==> src/rtl/bcd_pkg.sv <==
// Shared types and constants for the sequential BCD/binary add-subtract unit.
package bcd_pkg;

  // Controller states
  typedef enum logic [1:0] {
    ST_IDLE = 2'd0,
    ST_RUN  = 2'd1,
    ST_DONE = 2'd2
  } state_t;

  // Bit positions inside the 4-bit flags output; bit 2 is always 0
  localparam int FLAG_ZERO    = 0;
  localparam int FLAG_CARRY   = 1;
  localparam int FLAG_INVALID = 3;

  // Result of one digit step: the result nibble and its carry/borrow out
  typedef struct packed {
    logic [3:0] nibble;
    logic       carry;
  } digit_res_t;

endpackage

==> src/rtl/bcd_digit_alu.sv <==
// Single-digit add/subtract, decimal or plain binary nibble arithmetic.
// The carry field means carry-out for add and borrow-out for subtract.
module bcd_digit_alu
  import bcd_pkg::*;
(
  input  logic       [3:0] a_d,
  input  logic       [3:0] b_d,
  input  logic             c_in,
  input  logic             sub,
  input  logic             bcd,
  output digit_res_t       res
);

  logic [4:0] sum;
  logic [4:0] diff;

  // Five-bit raw sum and difference; diff[4] is the sign of a_d - b_d - c_in
  assign sum  = {1'b0, a_d} + {1'b0, b_d} + {4'b0000, c_in};
  assign diff = {1'b0, a_d} - {1'b0, b_d} - {4'b0000, c_in};

  // Decimal correction (+6 on add overflow, +10 on subtract underflow) or raw nibble
  always_comb begin
    res = '0;
    if (!sub) begin
      if (bcd) begin
        if (sum > 5'd9) begin
          res.nibble = sum[3:0] + 4'd6;
          res.carry  = 1'b1;
        end else begin
          res.nibble = sum[3:0];
          res.carry  = 1'b0;
        end
      end else begin
        res.nibble = sum[3:0];
        res.carry  = sum[4];
      end
    end else begin
      if (bcd) begin
        if (diff[4]) begin
          res.nibble = diff[3:0] + 4'd10;
          res.carry  = 1'b1;
        end else begin
          res.nibble = diff[3:0];
          res.carry  = 1'b0;
        end
      end else begin
        res.nibble = diff[3:0];
        res.carry  = diff[4];
      end
    end
  end

endmodule

==> src/rtl/bcd_addsub_seq.sv <==
// Sequential multi-digit BCD/binary adder-subtractor: one digit per clock,
// least-significant digit first, using a single shared digit ALU.
module bcd_addsub_seq
  import bcd_pkg::*;
#(
  parameter int DIGITS = 4
) (
  input  logic                clk,
  input  logic                reset_n,
  input  logic                start,
  input  logic                add_sub,
  input  logic                bcd_mode,
  input  logic [4*DIGITS-1:0] a,
  input  logic [4*DIGITS-1:0] b,
  input  logic                carry_in,
  output logic                busy,
  output logic                done,
  output logic [4*DIGITS-1:0] r,
  output logic [3:0]          flags
);

  localparam int W     = 4 * DIGITS;
  localparam int CW    = ($clog2(DIGITS + 1) < 1) ? 1 : $clog2(DIGITS + 1);
  // Digit mux has a slot for every counter value so the index never runs out of range
  localparam int NSLOT = 1 << CW;

  state_t          state_reg;
  logic [W-1:0]    a_reg;
  logic [W-1:0]    b_reg;
  logic            sub_reg;
  logic            bcd_reg;
  logic            carry_reg;
  logic [CW-1:0]   cnt_reg;
  logic [W-1:0]    work_reg;

  logic [3:0]      a_slot [NSLOT];
  logic [3:0]      b_slot [NSLOT];
  logic [DIGITS-1:0] nib_bad;
  logic            invalid;
  digit_res_t      alu_res;
  logic [W-1:0]    work_next;
  logic            last_digit;

  genvar gi;

  // Split latched operands into addressable digit slots; unused slots read as 0
  generate
    for (gi = 0; gi < NSLOT; gi++) begin : g_slot
      if (gi < DIGITS) begin : g_live
        assign a_slot[gi] = a_reg[4*gi +: 4];
        assign b_slot[gi] = b_reg[4*gi +: 4];
      end else begin : g_pad
        assign a_slot[gi] = 4'd0;
        assign b_slot[gi] = 4'd0;
      end
    end
  endgenerate

  // Any latched nibble above 9 marks a decimal operation as invalid
  generate
    for (gi = 0; gi < DIGITS; gi++) begin : g_bad
      assign nib_bad[gi] = (a_reg[4*gi +: 4] > 4'd9) || (b_reg[4*gi +: 4] > 4'd9);
    end
  endgenerate

  assign invalid = bcd_reg && (|nib_bad);

  bcd_digit_alu u_alu (
    .a_d  (a_slot[cnt_reg]),
    .b_d  (b_slot[cnt_reg]),
    .c_in (carry_reg),
    .sub  (sub_reg),
    .bcd  (bcd_reg),
    .res  (alu_res)
  );

  // Working result shifts right one digit per step; after DIGITS steps digit 0 sits at the bottom
  generate
    if (DIGITS == 1) begin : g_w1
      assign work_next = alu_res.nibble;
    end else begin : g_wn
      assign work_next = {alu_res.nibble, work_reg[W-1:4]};
    end
  endgenerate

  assign last_digit = (cnt_reg == CW'(DIGITS - 1));

  // Controller, operand latches, working register and registered outputs
  always_ff @(posedge clk or negedge reset_n) begin
    if (!reset_n) begin
      state_reg <= ST_IDLE;
      a_reg     <= '0;
      b_reg     <= '0;
      sub_reg   <= 1'b0;
      bcd_reg   <= 1'b0;
      carry_reg <= 1'b0;
      cnt_reg   <= '0;
      work_reg  <= '0;
      busy      <= 1'b0;
      done      <= 1'b0;
      r         <= '0;
      flags     <= '0;
    end else begin
      case (state_reg)
        ST_IDLE, ST_DONE: begin
          done <= 1'b0;
          if (start) begin
            a_reg     <= a;
            b_reg     <= b;
            sub_reg   <= add_sub;
            bcd_reg   <= bcd_mode;
            carry_reg <= carry_in;
            cnt_reg   <= '0;
            work_reg  <= '0;
            busy      <= 1'b1;
            state_reg <= ST_RUN;
          end
        end
        ST_RUN: begin
          work_reg  <= work_next;
          carry_reg <= alu_res.carry;
          if (last_digit) begin
            cnt_reg             <= '0;
            busy                <= 1'b0;
            done                <= 1'b1;
            r                   <= work_next;
            flags[FLAG_INVALID] <= invalid;
            flags[2]            <= 1'b0;
            flags[FLAG_CARRY]   <= alu_res.carry;
            flags[FLAG_ZERO]    <= (work_next == '0);
            state_reg           <= ST_DONE;
          end else begin
            cnt_reg <= cnt_reg + CW'(1);
          end
        end
        default: begin
          state_reg <= ST_IDLE;
          busy      <= 1'b0;
          done      <= 1'b0;
        end
      endcase
    end
  end

endmodule

==> config.mk <==
export PLATFORM = sky130hd
export DESIGN_NAME = bcd_addsub_seq
export DESIGN_NICKNAME = d
export VERILOG_FILES = /design/src/rtl/bcd_pkg.sv /design/src/rtl/bcd_digit_alu.sv /design/src/rtl/bcd_addsub_seq.sv
export SDC_FILE = /design/constraint.sdc
export NUM_CORES = 1
export LEC_CHECK = 0
export CORE_UTILIZATION = 35
export CTS_CLUSTER_DIAMETER = 60
export CTS_CLUSTER_SIZE = 10
export DETAILED_ROUTE_END_ITERATION = 10
export SKIP_CTS_REPAIR_TIMING = 1
export SYNTH_ARGS = -nofsm -noshare
export SYNTH_HDL_FRONTEND = slang
export SYNTH_SLANG_ARGS = --single-unit
==> constraint.sdc <==
create_clock -name clk -period 10.6 [get_ports clk]
set_clock_uncertainty 0.2 [all_clocks]
set_input_delay 1.06 -clock clk [delete_from_list [all_inputs] [get_ports clk]]
set_output_delay 1.06 -clock clk [all_outputs]
set_load 0.1 [all_outputs]
Word-level counts from Yosys, hierarchy flattened
Cells that the tools add are included.

storage, ports and cells
  input port bits = 38
  output and inout port bits = 22
  word-level logic and storage cells = 75
  register bits after elaboration = 77

cells by class
  eq/ne operators = 5
  $add $sub $neg = 7
  bitwise logic cells = 1
  $lt $le $gt $ge = 10
  reduce and logical (&&, ||, !) cells = 14
  muxes and demuxes = 26

operator list
  kind                   count
  $gt A4 B4 Y1 const B   8
  $pmux W16 S2           1
  $mux W5                5
  $bmux W4 S3            2
  $logic_not A16 Y1      1
  $mux W16               1
  $mux W4                4
  $reduce_and A2 Y1      4
  $mux W3                2
  $pmux W3 S2            1
  $add A4 B4 Y5          1
  $add A5 B1 Y5          1
  $gt A5 B4 Y1 const B   1
  $mux W1                5
  $sub A4 B4 Y5          1
  $sub A5 B1 Y5          1
  $add A4 B3 Y4 const B  1
  $add A4 B4 Y4 const B  1
  $ge A4 B4 Y1 const B   1
  $logic_or A1 B1 Y1     4
  $mux W2                2
  $ne A2 B2 Y1 const B   2
  $not A3 Y4             1
  $pmux W1 S2            2
  10 further kinds       10

Depth between registers and ports, before layout
  word-level depth = 11
  mapped depth = 17
  depth with buffers taken out = 16

Cells and area by module
A second synthesis with hierarchy kept.

second synthesis, totals
  cell total of the unflattened synthesis = 399
  area, all modules = 3758.6 um^2

modules (own cells, without submodules)
  module          area an instance (um^2)  cells an instance  instances  sequential area each (um^2)
  bcd_addsub_seq  3144.3                   319                1          1826.8
  bcd_digit_alu   614.3                    80                 1          0.0

Least setup slack after synthesis
OpenSTA, ideal clock, no wires.

  path type = register to register
  from = reg cnt_reg[1]
  to = reg flags[0]
  period minus slack after synthesis = 4.190 ns
  arrival = 3.867 ns
  setup slack = 6.410 ns
  cell stages (with the launch flop) = 17
  setup time = 0.123 ns
  path buffers = 2
  data required time = 10.277 ns
  path through = dfrtp_1 clkbuf_1 buf_1 mux4_2 nor2b_1 fa_1 inv_1 fa_1 xor2_1 ha_1 or4b_2 a21oi_1 a221oi_1 xnor2_1 mux2i_2 nor2_1 a32o_1

between the ends
  word-level cells in the longest chain between the ends = 11
  elaborated cells between the ends (all ways) = 22
  those cells by class = 6 x add/sub; 1 x order compare; 1 x eq/ne; 11 x mux; 1 x bitwise; 2 x reduce/logical

RTL lines
  item                                             line                                        RTL
  from (decl)                                      bcd_addsub_seq.sv:33                        logic [CW-1:0] cnt_reg;
  from (signal assigned)                           bcd_addsub_seq.sv:133                       cnt_reg <= cnt_reg + CW'(1);
  $not A3 Y4 (implied by the code)                 bcd_addsub_seq.sv:69, bcd_addsub_seq.sv:70
  $bmux W4 S3, on equally long branches            bcd_addsub_seq.sv:69, bcd_addsub_seq.sv:70
  $mux W4, on equally long branches (2 in series)  bcd_addsub_seq.sv:69, bcd_addsub_seq.sv:70
  $add A4 B4 Y5 or $sub A4 B4 Y5 (tied branches)   bcd_digit_alu.sv:18, bcd_digit_alu.sv:19
  $add A5 B1 Y5 or $sub A5 B1 Y5 (tied branches)   bcd_digit_alu.sv:18, bcd_digit_alu.sv:19
  $add A4 B3 Y4 (tied with other cells)            bcd_digit_alu.sv:27                         res.nibble = sum[3:0] + 4'd6;
  $mux W5, on equally long branches                bcd_digit_alu.sv:26, bcd_digit_alu.sv:39
  $mux W5, on equally long branches                bcd_digit_alu.sv:25, bcd_digit_alu.sv:38
  $mux W5                                          bcd_digit_alu.sv:24                         if (!sub) begin
  $logic_not A16 Y1                                bcd_addsub_seq.sv:130                       flags[FLAG_ZERO] <= (work_next == '0);
  to (signal, indexed assignment)                  bcd_addsub_seq.sv:127                       flags[FLAG_INVALID] <= invalid;
  to (signal, indexed assignment)                  bcd_addsub_seq.sv:129                       flags[FLAG_CARRY] <= alu_res.carry;
  to (signal, indexed assignment)                  bcd_addsub_seq.sv:130
  to (decl)                                        bcd_addsub_seq.sv:19                        output logic [3:0] flags

Several ways; a longest one is shown, not always the timed one. The select of a mux whose other input is x is not followed.
A chain may end at the register's enable or synchronous reset.

Worst setup path in the final report
  from = reg cnt_reg[0]
  to = reg flags[0]

Same word-level chain as after synthesis.

==> results.md <==
- Status: finished clean
- Hpwl dp: 5.71 mm
- Syn nets: 447
- Critical path fanouts, max: 15
- Sink Count: 73
- Core area: 9950 um^2
- Iter 0 DRT Violations: 121
- Die height: 104 um
- Crit path arrival time: 4.34 ns
- Maxcap violations: 0
- Final period util: 0.407
- Ranking of synthesized cells by area: dfrtp_1 (50%), nand2_1 (16%), ha_1 (3.8%)
- Count leader, synth: nand2_1
- HP Class: reg2reg
- Slew @ Worst Pin: 1.02 ns
- Async set or reset register ratio after synthesis: 1.00
- Top-area cell type share of the netlist area: 0.500
- Syn Area/Cell: 9.27 um^2
- Setup crit start kind: flip-flop
- Syn-to-layout area delta: 25.8%
- Initial antenna violation count: 0
- Cell Area, Placed: 4330 um^2
- Worst EP required: 10.63 ns
- Port Buffers: 58
- Post-route setup TNS: 0 ns
- Synth Cell Area: 3650 um^2
- Die ar.: 10900 um^2
- Total global routing overflow: 0
- Routed Wire Length: 8.02 mm
- Clock input transition at the sequential cells of the worst setup and hold paths: 0.08 ns
- GRT Util Overall: 0.165
- Mapped Cells: 394
- Vias in the first global route: 2892
- Register bit total from synthesis: 73
- RSZ-0062 raised after global routing: no
- Post-synth EDFFs: 0
- Drc violations: 0
- TritonCTS Buffers: 9
- Fin crit period: 4.31 ns
- CP endpoint kind: flip-flop
- Synth warnings: 0
- First-pass GRT wire length: 14.2 mm
- Cell area after layout: 4600 um^2
- Dpl ws: 6.34 ns
- Highest Clock Rate: 232 MHz
- Dominant synthesized flop cell: dfrtp_1
- Top cells by count, synth: nand2_1 (157), dfrtp_1 (73), o21ai_0 (19)
- Wire length per cell: 13.8 um
- Die Wd: 104 um
- Nets@finish: 498
- DR pass1 iterations: 4
- Ports: 60
- Hold slack final: 0.274 ns
- Starting Density: 0.367
- GP Congestion: 0.843
- Worst setup margin: 6.29 ns
- Vias per cell: 4.83
- CTS tree: built
- Root Driver: clkbuf_8
- Worst-case clock buffer depth: 2
- Setup-failing EPs final: 0
- Pins Over Slew Limit: 0
- Synth cell types: 43
- H-tree levels: 3
- Max_slew headroom: 0.320
- Area leader, netlist: dfrtp_1
- Antenna Nets Post-Route: 0
- Fillers: 961
- Largest net degree at the start of global routing: 74
- Clock latency on the worst-skew pair: 0.35 ns
- WS Path Type: reg2reg
- Via count: 2813
- Layout cells sized above 1: 0.0644
- Register area share after synthesis: 0.500
- Row cnt: 36
- Final Hold Viols: 0
- N_diodes: 0
worst paths after layout:
path | startpoint | endpoint | slack (ns) | depth (start not counted)
max in group asynchronous | reset_n | cnt_reg[0]$_DFFE_PN0P_ | 8.89 | 2
worst min-delay path | r[3]$_DFFE_PN0P_ | r[3]$_DFFE_PN0P_ | 0.27 | 2
min in group asynchronous | reset_n | r[0]$_DFFE_PN0P_ | 0.72 | 2
worst min register to register | r[3]$_DFFE_PN0P_ | r[3]$_DFFE_PN0P_ | 0.27 | 2
worst max-delay path | cnt_reg[0]$_DFFE_PN0P_ | flags[0]$_DFFE_PN0P_ | 6.29 | 14
worst max register to register | cnt_reg[0]$_DFFE_PN0P_ | flags[0]$_DFFE_PN0P_ | 6.29 | 14
layout by cell type, fill, tap and decap left out, drive strengths merged, types with 4 or more instances in the layout:
cell type        n
nand2          157
dfrtp           73
clkdlybuf4s50   57
o21ai           19
inv             12
clkbuf          12
a22o            11
ha              11
nor2b           11
nor2            10
mux2i           10
a211oi           7
nand2b           6
a21oi            5
buf              5
xor2             4
fa               4
mux4             4
critical path, stage by stage (launching register included):
cell      delay (ns)
dfrtp_1         0.67
mux4_2          0.55
nor2b_1         0.17
fa_1            0.41
inv_1           0.08
fa_1            0.22
xor2_1          0.11
ha_1            0.24
or4b_2          0.60
a21oi_1         0.18
a221oi_1        0.08
xnor2_1         0.15
mux2i_2         0.20
nor2_1          0.07
a32o_1          0.25
metal layers:
layer,share of wire,global-route usage,routed length [um]
met2,0.46,0.270,3700
met5,0,0,0
met1,0.49,0.215,3920
met4,0.012,0.0500,99
met3,0.038,0.0407,304
cell type report:
| class | instances | area (um^2) | share of cell area |
|---|---|---|---|
| clock buffer | 12 | 165 | 0.0359 |
| clock inverter | 4 | 97.6 | 0.0212 |
| inverter | 12 | 45.0 | 0.00980 |
| multi-input combinational | 287 | 1690 | 0.368 |
| sequential | 73 | 1830 | 0.397 |
| tap | 133 | 166 | 0.0362 |
| timing repair buffer | 62 | 606 | 0.132 |
logic make-up (layout without fill, tap and decap cells):
logic type | Yosys count | after routing | share of synthesized area
flip-flops | 73 | 73 | 0.500
adder cells (fa/ha/maj) | 15 | 15 | 0.0596
AO/OA/AOI/OAI | 52 | 52 | 0.100
multiplexers | 15 | 15 | 0.0582
buffers and inverters | 34 | 90 | 0.0384
other | 1 | 1 | 0.00103
XOR/XNOR | 7 | 7 | 0.0168
AND/OR/NAND/NOR | 197 | 197 | 0.226
per-stage QoR:
stage                     cells  utilization
after floorplan             394            -
after global routing        583        0.462
after detailed placement    567        0.435
after CTS                   583        0.462
final                       583        0.462
after global placement      567        0.435
Power is not shown: default switching activity piles up to over one toggle a cycle in this logic, so the estimate is an artifact.
==> edit (same settings) <==
Put one more register stage on the output `flags`, with the module's reset. The value now appears one clock later. The other outputs are not delayed to match.
--- a/src/rtl/bcd_addsub_seq.sv
+++ b/src/rtl/bcd_addsub_seq.sv
@@ -24,4 +24,6 @@
   // Digit mux has a slot for every counter value so the index never runs out of range
   localparam int NSLOT = 1 << CW;
+
+  logic [3:0] flags_s0;
 
   state_t          state_reg;
@@ -100,5 +102,5 @@
       done      <= 1'b0;
       r         <= '0;
-      flags     <= '0;
+      flags_s0  <= '0;
     end else begin
       case (state_reg)
@@ -125,8 +127,8 @@
             done                <= 1'b1;
             r                   <= work_next;
-            flags[FLAG_INVALID] <= invalid;
-            flags[2]            <= 1'b0;
-            flags[FLAG_CARRY]   <= alu_res.carry;
-            flags[FLAG_ZERO]    <= (work_next == '0);
+            flags_s0[FLAG_INVALID] <= invalid;
+            flags_s0[2]            <= 1'b0;
+            flags_s0[FLAG_CARRY]   <= alu_res.carry;
+            flags_s0[FLAG_ZERO]    <= (work_next == '0);
             state_reg           <= ST_DONE;
           end else begin
@@ -143,4 +145,12 @@
   end
 
+  always_ff @(posedge clk or negedge reset_n) begin
+    if (!reset_n) begin
+      flags <= '0;
+    end else begin
+      flags <= flags_s0;
+    end
+  end
+
 endmodule
 
Function: changed (Yosys sat finds a counterexample within 10 cycles, from zero or initial values and one cycle with reset_n low).
==> edit against the unedited design <==
Sequential cell count grew 3; worst hold slack lost 84 ps; wire length grew 4.9%; critical endpoint is now r[14]; global-route usage shrank 0.45 points; via count grew 5.0%; highest routed layer unchanged; die area grew 5.5%; critical path depth shrank 1; final area grew 3.8%; worst setup slack lost 120 ps; synthesized area grew 5.7%.
Power is not shown: default switching activity piles up to over one toggle a cycle in this logic, so the estimate is an artifact.
==> edit: results (changes against the unedited design) <==
run status finished clean; Final Critical Period 4430 ps (+123 ps); met2 wire len 3980 um (+7.4%); DRT Pass-1 Iters 5 (+1); first-pass GRT wire length 14100 um (-0.63%); met1 usage 21.1% (-0.44 points); Avg WL per Cell 14.0 um (+2.1%); Vias/cell 4.93 (+2.2%); Netlist cell types 54 (+26%); met3 Usage GRT 3.10% (-0.97 points); WHS Path Cells 0 (-2); post-synthesis mux area share 6.16% (+0.34 points); # nets final 511 (+2.6%); Seq/Total Area, Yosys 49.3% (-0.73 points); Adder-Cell Fraction of Synth Area 5.64% (-0.32 points); Total GRT Usage 16.0% (-0.45 points); met2 GRT Util 25.4% (-1.6 points); Area after DPL 4520 um^2 (+4.3%); Arrival @ worst endpoint 4490 ps (+150 ps); layout cells sized above 1 7.34% (+0.90 points); Layout fillers 1022 (+6.3%); largest net degree at the start of global routing 77 (+4.1%); WHS 190 ps (-84.1 ps); Reg2Reg Setup Slack 6170 ps (-120 ps); Synth Instances 410 (+4.1%); Synth area leaders dfrtp_1 (49%), nand2_1 (15%), ha_1 (3.6%); Synth top cells by count nand2_1 (155), dfrtp_1 (76), o21ai_0 (17); met3 WL 316 um (+3.9%); GP Congestion 0.795 (-5.8%); Finished Layout Cells 599 (+2.7%); Synth Area in XOR/XNOR 1.10% (-0.58 points)
## edit: logic make-up (layout without fill, tap and decap cells)
family                   count (synthesis)  count (layout)
AND/OR/NAND/NOR                        200             200
flip-flops                              76              76
AO/OA/AOI/OAI                           60              60
buffers and inverters                   37              90
multiplexers                            17              17
adder cells (fa/ha/maj)                 15              15
XOR/XNOR                                 4               4
other                                    1               1
## edit: final timing paths
| path | startpoint | to |
|---|---|---|
| worst max register to register | cnt_reg[0] | r[14] |
| min in group asynchronous | reset_n | r[3] |
| worst min register to register | flags_s0[0] | flags[0] |
| worst min-delay path | flags_s0[0] | flags[0] |
| max in group asynchronous | reset_n | a_reg[4] |
| worst max-delay path | cnt_reg[0] | r[14] |
## edit: area by class of cell
class | count | area, um^2 | share of cell area [%]
flip-flops and latches | 76 | 1900 | 39.9
clock buffers | 9 | 124 | 2.60
repair buffers | 61 | 601 | 12.6
clock inverters | 7 | 128 | 2.67
multi-input cells | 297 | 1800 | 37.7
well taps | 136 | 170 | 3.57
inverters | 13 | 48.8 | 1.02
